**src/rtl/idex_operand_stage.sv**
```systemverilog
// ID/EX pipeline register with WB bypass at capture, MEM/WB operand forwarding
// for the EX slot, and load-use hazard detection.
module idex_operand_stage #(
   parameter int XLEN = 32
) (
   input  logic            i_clk,
   input  logic            i_rst_n,
   input  logic            i_stall,
   input  logic            i_flush,
   input  logic            i_id_valid,
   input  logic            i_id_rd_wren,
   input  logic            i_id_is_load,
   input  logic            i_id_use_rs1,
   input  logic            i_id_use_rs2,
   input  logic [4:0]      i_id_rs1_addr,
   input  logic [4:0]      i_id_rs2_addr,
   input  logic [4:0]      i_id_rd_addr,
   input  logic [XLEN-1:0] i_id_pc,
   input  logic [XLEN-1:0] i_id_imm,
   input  logic [XLEN-1:0] i_rs1_data,
   input  logic [XLEN-1:0] i_rs2_data,
   input  logic            i_wb_wren,
   input  logic [4:0]      i_wb_rd_addr,
   input  logic [XLEN-1:0] i_wb_rd_data,
   input  logic            i_mem_wren,
   input  logic [4:0]      i_mem_rd_addr,
   input  logic [XLEN-1:0] i_mem_alu_data,
   output logic            o_ex_valid,
   output logic            o_ex_rd_wren,
   output logic            o_ex_is_load,
   output logic [4:0]      o_ex_rs1_addr,
   output logic [4:0]      o_ex_rs2_addr,
   output logic [4:0]      o_ex_rd_addr,
   output logic [XLEN-1:0] o_ex_pc,
   output logic [XLEN-1:0] o_ex_imm,
   output logic [XLEN-1:0] o_ex_op_a,
   output logic [XLEN-1:0] o_ex_op_b,
   output logic [1:0]      o_fwd_sel_a,
   output logic [1:0]      o_fwd_sel_b,
   output logic            o_load_use
);

   logic            valid_q, valid_d;
   logic            rd_wren_q, rd_wren_d;
   logic            is_load_q, is_load_d;
   logic [4:0]      rs1_addr_q, rs1_addr_d;
   logic [4:0]      rs2_addr_q, rs2_addr_d;
   logic [4:0]      rd_addr_q, rd_addr_d;
   logic [XLEN-1:0] pc_q, pc_d;
   logic [XLEN-1:0] imm_q, imm_d;
   logic [XLEN-1:0] rs1_data_q, rs1_data_d;
   logic [XLEN-1:0] rs2_data_q, rs2_data_d;
   logic [XLEN-1:0] rs1_cap, rs2_cap;
   logic            load_use;

   always_comb begin
      load_use = i_id_valid & valid_q & is_load_q & (rd_addr_q != 5'd0) &
                 ((i_id_use_rs1 & (i_id_rs1_addr == rd_addr_q)) |
                  (i_id_use_rs2 & (i_id_rs2_addr == rd_addr_q)));

      // The register file is written on the same edge we capture, so bypass WB here.
      rs1_cap = (i_wb_wren && (i_wb_rd_addr != 5'd0) && (i_wb_rd_addr == i_id_rs1_addr))
                ? i_wb_rd_data : i_rs1_data;
      rs2_cap = (i_wb_wren && (i_wb_rd_addr != 5'd0) && (i_wb_rd_addr == i_id_rs2_addr))
                ? i_wb_rd_data : i_rs2_data;

      valid_d    = valid_q;
      rd_wren_d  = rd_wren_q;
      is_load_d  = is_load_q;
      rs1_addr_d = rs1_addr_q;
      rs2_addr_d = rs2_addr_q;
      rd_addr_d  = rd_addr_q;
      pc_d       = pc_q;
      imm_d      = imm_q;
      rs1_data_d = rs1_data_q;
      rs2_data_d = rs2_data_q;

      if (i_flush) begin
         valid_d   = 1'b0;
         rd_wren_d = 1'b0;
         is_load_d = 1'b0;
      end else if (!i_stall) begin
         if (load_use) begin
            valid_d   = 1'b0;
            rd_wren_d = 1'b0;
            is_load_d = 1'b0;
         end else begin
            valid_d    = i_id_valid;
            rd_wren_d  = i_id_valid & i_id_rd_wren;
            is_load_d  = i_id_valid & i_id_is_load;
            rs1_addr_d = i_id_rs1_addr;
            rs2_addr_d = i_id_rs2_addr;
            rd_addr_d  = i_id_rd_addr;
            pc_d       = i_id_pc;
            imm_d      = i_id_imm;
            rs1_data_d = rs1_cap;
            rs2_data_d = rs2_cap;
         end
      end
   end

   always_ff @(posedge i_clk or negedge i_rst_n) begin
      if (!i_rst_n) begin
         valid_q    <= 1'b0;
         rd_wren_q  <= 1'b0;
         is_load_q  <= 1'b0;
         rs1_addr_q <= '0;
         rs2_addr_q <= '0;
         rd_addr_q  <= '0;
         pc_q       <= '0;
         imm_q      <= '0;
         rs1_data_q <= '0;
         rs2_data_q <= '0;
      end else begin
         valid_q    <= valid_d;
         rd_wren_q  <= rd_wren_d;
         is_load_q  <= is_load_d;
         rs1_addr_q <= rs1_addr_d;
         rs2_addr_q <= rs2_addr_d;
         rd_addr_q  <= rd_addr_d;
         pc_q       <= pc_d;
         imm_q      <= imm_d;
         rs1_data_q <= rs1_data_d;
         rs2_data_q <= rs2_data_d;
      end
   end

   // An empty slot reports no forwarding and passes its captured operands through.
   always_comb begin
      o_fwd_sel_a = 2'b00;
      o_ex_op_a   = rs1_data_q;
      if (valid_q) begin
         if (i_mem_wren && (i_mem_rd_addr != 5'd0) && (i_mem_rd_addr == rs1_addr_q)) begin
            o_fwd_sel_a = 2'b01;
            o_ex_op_a   = i_mem_alu_data;
         end else if (i_wb_wren && (i_wb_rd_addr != 5'd0) && (i_wb_rd_addr == rs1_addr_q)) begin
            o_fwd_sel_a = 2'b10;
            o_ex_op_a   = i_wb_rd_data;
         end
      end

      o_fwd_sel_b = 2'b00;
      o_ex_op_b   = rs2_data_q;
      if (valid_q) begin
         if (i_mem_wren && (i_mem_rd_addr != 5'd0) && (i_mem_rd_addr == rs2_addr_q)) begin
            o_fwd_sel_b = 2'b01;
            o_ex_op_b   = i_mem_alu_data;
         end else if (i_wb_wren && (i_wb_rd_addr != 5'd0) && (i_wb_rd_addr == rs2_addr_q)) begin
            o_fwd_sel_b = 2'b10;
            o_ex_op_b   = i_wb_rd_data;
         end
      end
   end

   assign o_ex_valid    = valid_q;
   assign o_ex_rd_wren  = rd_wren_q;
   assign o_ex_is_load  = is_load_q;
   assign o_ex_rs1_addr = rs1_addr_q;
   assign o_ex_rs2_addr = rs2_addr_q;
   assign o_ex_rd_addr  = rd_addr_q;
   assign o_ex_pc       = pc_q;
   assign o_ex_imm      = imm_q;
   assign o_load_use    = load_use;

endmodule

```
**config.mk**
```make
export PLATFORM = sky130hd
export DESIGN_NAME = idex_operand_stage
export DESIGN_NICKNAME = d
export VERILOG_FILES = /design/src/rtl/idex_operand_stage.sv
export SDC_FILE = /design/constraint.sdc
export NUM_CORES = 1
export LEC_CHECK = 0
export ABC_AREA = 0
export CAP_MARGIN = 20
export CORE_MARGIN = 4
export CORE_UTILIZATION = 38
export DETAILED_ROUTE_END_ITERATION = 7
export GPL_TIMING_DRIVEN = 0
export PLACE_DENSITY = 0.78
export SLEW_MARGIN = 0
export SYNTH_ARGS = -nofsm -noshare
export SYNTH_HDL_FRONTEND = slang
export SYNTH_SLANG_ARGS = --single-unit
```
**constraint.sdc**
```tcl
create_clock -name i_clk -period 2.6 [get_ports i_clk]
set_input_delay 0.52 -clock i_clk [delete_from_list [all_inputs] [get_ports i_clk]]
set_output_delay 0.52 -clock i_clk [all_outputs]
set_load 0.03 [all_outputs]
```
# Word level (Yosys, flattened, before mapping)
# Cells that the tools add are included.
# word_totals
regBits	146
latch_bits	0
ramBits	0
mem_bits_ro	0
memories	0
# classes
addsub	0
n_mul	0
n_div	0
order_cmp	0
eq_ne	9
shift	0
muxes	23
n_bitwise	12
reduce_logical	12
# op_table
op	n
$mux W32	8
$eq A5 B5 Y1	8
$reduce_bool A5 Y1	3
$mux W2	6
$mux W1	9
$and A1 B1 Y1	8
$logic_and A1 B1 Y1	8
$not A1 Y1	3
$reduce_and A3 Y1	1
$ne A2 B1 Y1 const B	1
$or A1 B1 Y1	1

# Depth between registers and ports, before layout
# Gate-level depths: netlist of run 1.
# depth
ltp_word	7
depth_mapped	8
mapped_depth_nobuf	5

# Worst setup path after synthesis of run 1
# Ideal clock, no wire load.
# synth_timing
path_kind	input port to output port
start	in i_wb_rd_addr[2]
end	out o_ex_op_b[10]
arrival_ns	2.330
t_required_ns	2.080
slack_ns	-0.250
stages	8
path_cell_list	buf_2 or4_4 o21ai_4 nor4_1 and2_1 buf_4 buf_2 a221o_1
# synth_between
elab_chain_cells	6
# synth_lines
element	line_no	text
start: declaration	23	input logic [4:0] i_wb_rd_addr,
$reduce_bool A5 Y1	148	end else if (i_wb_wren && (i_wb_rd_addr != 5'd0) && (i_wb_rd_addr == rs2_addr_q)) begin
$logic_and A1 B1 Y1	148	
$logic_and A1 B1 Y1 *	148	
$mux W32 *	148	
$mux W32 *	145	if (i_mem_wren && (i_mem_rd_addr != 5'd0) && (i_mem_rd_addr == rs2_addr_q)) begin
$mux W32 *	144	if (valid_q) begin
end: declaration	37	output logic [XLEN-1:0] o_ex_op_b,
# Every way passes the cells marked *; elsewhere a longest branch is shown, timed or not.

# Worst setup path in the final report of run 1
# layout_timing
start	in i_mem_rd_addr[1]
end	out o_ex_op_b[15]
# layout_between
elab_chain_cells	5
# layout_lines
element	line_no	text
start: declaration	26	input logic [4:0] i_mem_rd_addr,
$reduce_bool A5 Y1	145	
$logic_and A1 B1 Y1	145	
$logic_and A1 B1 Y1 *	145	
$mux W32 *	145	
$mux W32 *	144	
# Marks and branches as above.

==> flow_summary.yaml, run 1 <==
outcome:
  violations: "setup timing"
  outcome: "complete, but fails checks"
cts:
  clkLatencyLatePin_ns: 0.42
  clkTransAtPathRegs_ns: 0.07
  cts_sinks: 146
  cts_tree: "built"
  cts_root_buffer: "clkbuf_16"
  cts.path.max_buffers: 2
  htree_num_levels: 4
  cts_buffers: 17
timing:
  finalCritPeriodShare_pct: 118
  rsz0062_at_grt: "true"
  finalWorstSetupSlack_ns: -0.455
  setup_viol: 66
  relSlewSlack_pct: 52.7
  timing.fmax_mhz: 327
  worst_pin_slew_ns: 0.709
  hold_viol_final: 0
  drv_slew: 0
  clock_skew_ns: 0.0128
  period_minus_slack_ns: 3.06
synth:
  ys_ff_latch: 146
  syn-num-nets: 918
  synth_top_area_share_pct: 44.8
  ys_top_cells_by_area: "dfrtp_1 (45%), mux2_2 (20%), mux2_1 (8.3%)"
  syn_inst: 690
  yosysSeqAreaShare_pct: 44.8
  ys_types: 33
  yosysWarnings: 0
  netlist_area_um2: 8160
  synth_top_area_cell: "dfrtp_1"
  syn_area_per_cell_um2: 11.8
worst_setup_path:
  path_cells: "buf_8, or4_4, o211ai_1, or2_4, buf_8, clkbuf_16, nor2_1, a221o_2, buf_6"
  crit_arrival_ns: 2.54
  slowest_stage: "or4_4"
  r2r_slack_ns: 0.25
  max_stage_delay_ns: 0.54
  worstPathRequired_ns: 2.08
  path_class: "in2out"
  path_common_cell: "buf_8"
  cp_max_fo: 5
  cp-end-kind: "output pin"
  startpoint_type: "input port"
grt:
  grt-ovfl-total: 0
  antenna_found_initial: 2
  grt_pass1_vias: 8031
  grt_use_total_pct: 25.9
  grt_pass1_wl_mm: 47.6
  grt_max_degree: 77
worst_hold_path:
  hold_path_class: "in2async"
floorplan:
  core_um2: 21100
  pin_count: 379
  initial_utilization_pct: 38.7
  fp-row-count: 53
  die_area_um2: 23900
  chipHeight_um: 154
  die-width_um: 154
placement:
  port_buffers: 373
  gp_congestion: 0.892
  dp_cells: 1339
  place_area_um2: 12400
  dp_hpwl_mm: 23.8
final_layout:
  fin_area_um2: 14000
  drive_gt1_share_pct: 40.8
  multi_input_area_um2: 4490
  final_cells: 1418
  final_nets: 1357
  syn_to_final_growth_pct: 71.6
  seq_area_um2: 3660
  fill_cells: 1636
route:
  wl_per_cell_um: 23.0
  drt_iter0_drc: 312
  dr.pass1.iters: 6
  viasPerCell: 5.33
  vias: 7558
  route.detailed.drc: 0
  ant_nets: 0
  wirelength_mm: 32.6
pwr:
  p_per_area_nw_per_um2: 603
  vdd_drop_max_mv: 0.454
  p_leak_nw: 5.65
flow_run:
  cap_viol_max_count: 0
[power breakdown]
part | total [mW] | switching (mW) | internal, mW
Combinational | 3.15 | 1.52 | 1.63
Clock | 2.46 | 1.11 | 1.35
Sequential | 2.83 | 0.219 | 2.61
Total | 8.44 | 2.85 | 5.60
[Yosys cell counts, drive strengths merged]
library cell,number
or4,2
xnor2,32
o211ai,1
nor3,4
a21oi,1
clkbuf,17
nand3,7
mux2,207
or3,1
inv,2
a211oi,1
xor2,8
o21ai,4
buf,40
or2,1
nor4,4
nor2,66
a32o,3
dfrtp,146
nor2b,1
nand4,3
and3,2
a221o,64
o22ai,1
nand2,37
and2,35
[final cells by class]
cell class	instances	share of cell area [%]
timing repair buffer	427	31.6
tap	275	2.46
buffer	50	3.47
clock inverter	14	1.02
clock buffer	18	3.07
antenna	1	0.0179
multi-input combinational	485	32.1
sequential	146	26.2
inverter	2	0.0536
[final timing paths]
check                           depth (start not counted)        endpoint              from
min in group i_clk                                      1    o_ex_rd_wren      o_ex_rd_wren
max in group asynchronous                               2  rs2_data_q[18]           i_rst_n
worst min register to register                          1    o_ex_rd_wren      o_ex_rd_wren
worst max register to register                          6   rs1_data_q[1]   o_ex_rd_addr[0]
worst max-delay path                                    9   o_ex_op_b[15]  i_mem_rd_addr[1]
worst min-delay path                                    1    o_ex_imm[31]           i_rst_n
[routing by layer]
metal	up-vias	wire length (µm)	global-route usage [%]	part of all wire (%)
met4	4	943	8.92	2.9
li1	3403	-	-	-
met1	3704	12000	29.8	37
met5	-	29	0	0.089
met2	378	16200	44.1	50
met3	69	3380	10.0	10
[kinds of logic (layout without fill, tap and decap cells)]
group	Yosys count	count (layout)	synth area share [%]
DFF	146	146	44.8
xor gates and xnor gates	40	40	4.30
buffers and inverters	59	511	3.99
other	0	1	0
AOI/OAI and AO/OA	75	75	8.93
muxes	207	207	28.6
and+or+nand+nor	163	163	9.40
[per-stage QoR]
step / hold slack [ns] / setup TNS, ns / total power [mW] / setup slack, ns / utilization (%)
finish: 0.109 / -25.86 / 8.44 / -0.455 / 66.4
global route: 0.161 / -30.57 / 8.78 / -0.532 / 66.4
CTS: 0.140 / -27.43 / 8.43 / -0.470 / 64.7
detailed placement: 0.480 / -166.89 / 5.76 / -1.58 / 58.8
global placement: 0.479 / -921.29 / 5.72 / -5.20 / 58.7
floorplan: 0.224 / -10.22 / 4.38 / -0.189 / -
[state kept, by name (all words and copies together) (netlist names)]
signal,count
o_ex_pc,32
o_ex_rs2_addr,5
o_ex_rd_addr,5
o_ex_rs1_addr,5
o_ex_imm,32
rs2_data_q,32
o_ex_rd_wren,1
o_ex_is_load,1
o_ex_valid,1
rs1_data_q,32
[critical path: cells and delay by family]
| kind | cells | cell delay (ns) |
|---|---|---|
| AO/OA/AOI/OAI | 2 | 0.64 |
| buffers and inverters | 4 | 0.55 |
| AND/OR/NAND/NOR | 3 | 0.81 |
[timing repair]
item,CTS,global route
gates resized for setup,577,53
buffers inserted,31,14
setup endpoints to repair,153,122
pin swaps,32,41
hold buffers,0,0
cloned,4,5
[placed cells by master, fill, tap and decap left out, types with 8 or more instances in the layout]
master,instances
xnor2_2,10
nor2_1,54
buf_2,16
nor2_2,9
xnor2_1,22
nand2_1,37
clkbuf_16,24
buf_6,90
and2_1,33
a221o_2,64
buf_8,12
mux2_2,147
dfrtp_1,138
mux2_1,60
buf_4,32
clkdlybuf4s50_1,296
dfrtp_2,8
(Power assumes the default switching activity.)
==> run 2, diff against run 1 <==
--- a/config.mk
+++ b/config.mk
@@ -11,6 +11,7 @@
 export CORE_UTILIZATION = 38
 export DETAILED_ROUTE_END_ITERATION = 7
 export GPL_TIMING_DRIVEN = 0
+export HOLD_SLACK_MARGIN = 0.05
 export PLACE_DENSITY = 0.78
 export SLEW_MARGIN = 0
 export SYNTH_ARGS = -nofsm -noshare
==> results of run 2 <==
The final DEF is identical to that of run 1; final timing and power are the same.
==> run 3, diff against run 2 <==
--- a/config.mk
+++ b/config.mk
@@ -11,7 +11,7 @@
 export CORE_UTILIZATION = 38
 export DETAILED_ROUTE_END_ITERATION = 7
 export GPL_TIMING_DRIVEN = 0
-export HOLD_SLACK_MARGIN = 0.05
+export HOLD_SLACK_MARGIN = 0.08
 export PLACE_DENSITY = 0.78
 export SLEW_MARGIN = 0
 export SYNTH_ARGS = -nofsm -noshare
==> results of run 3 <==
The final DEF is identical to that of run 1; final timing and power are the same.
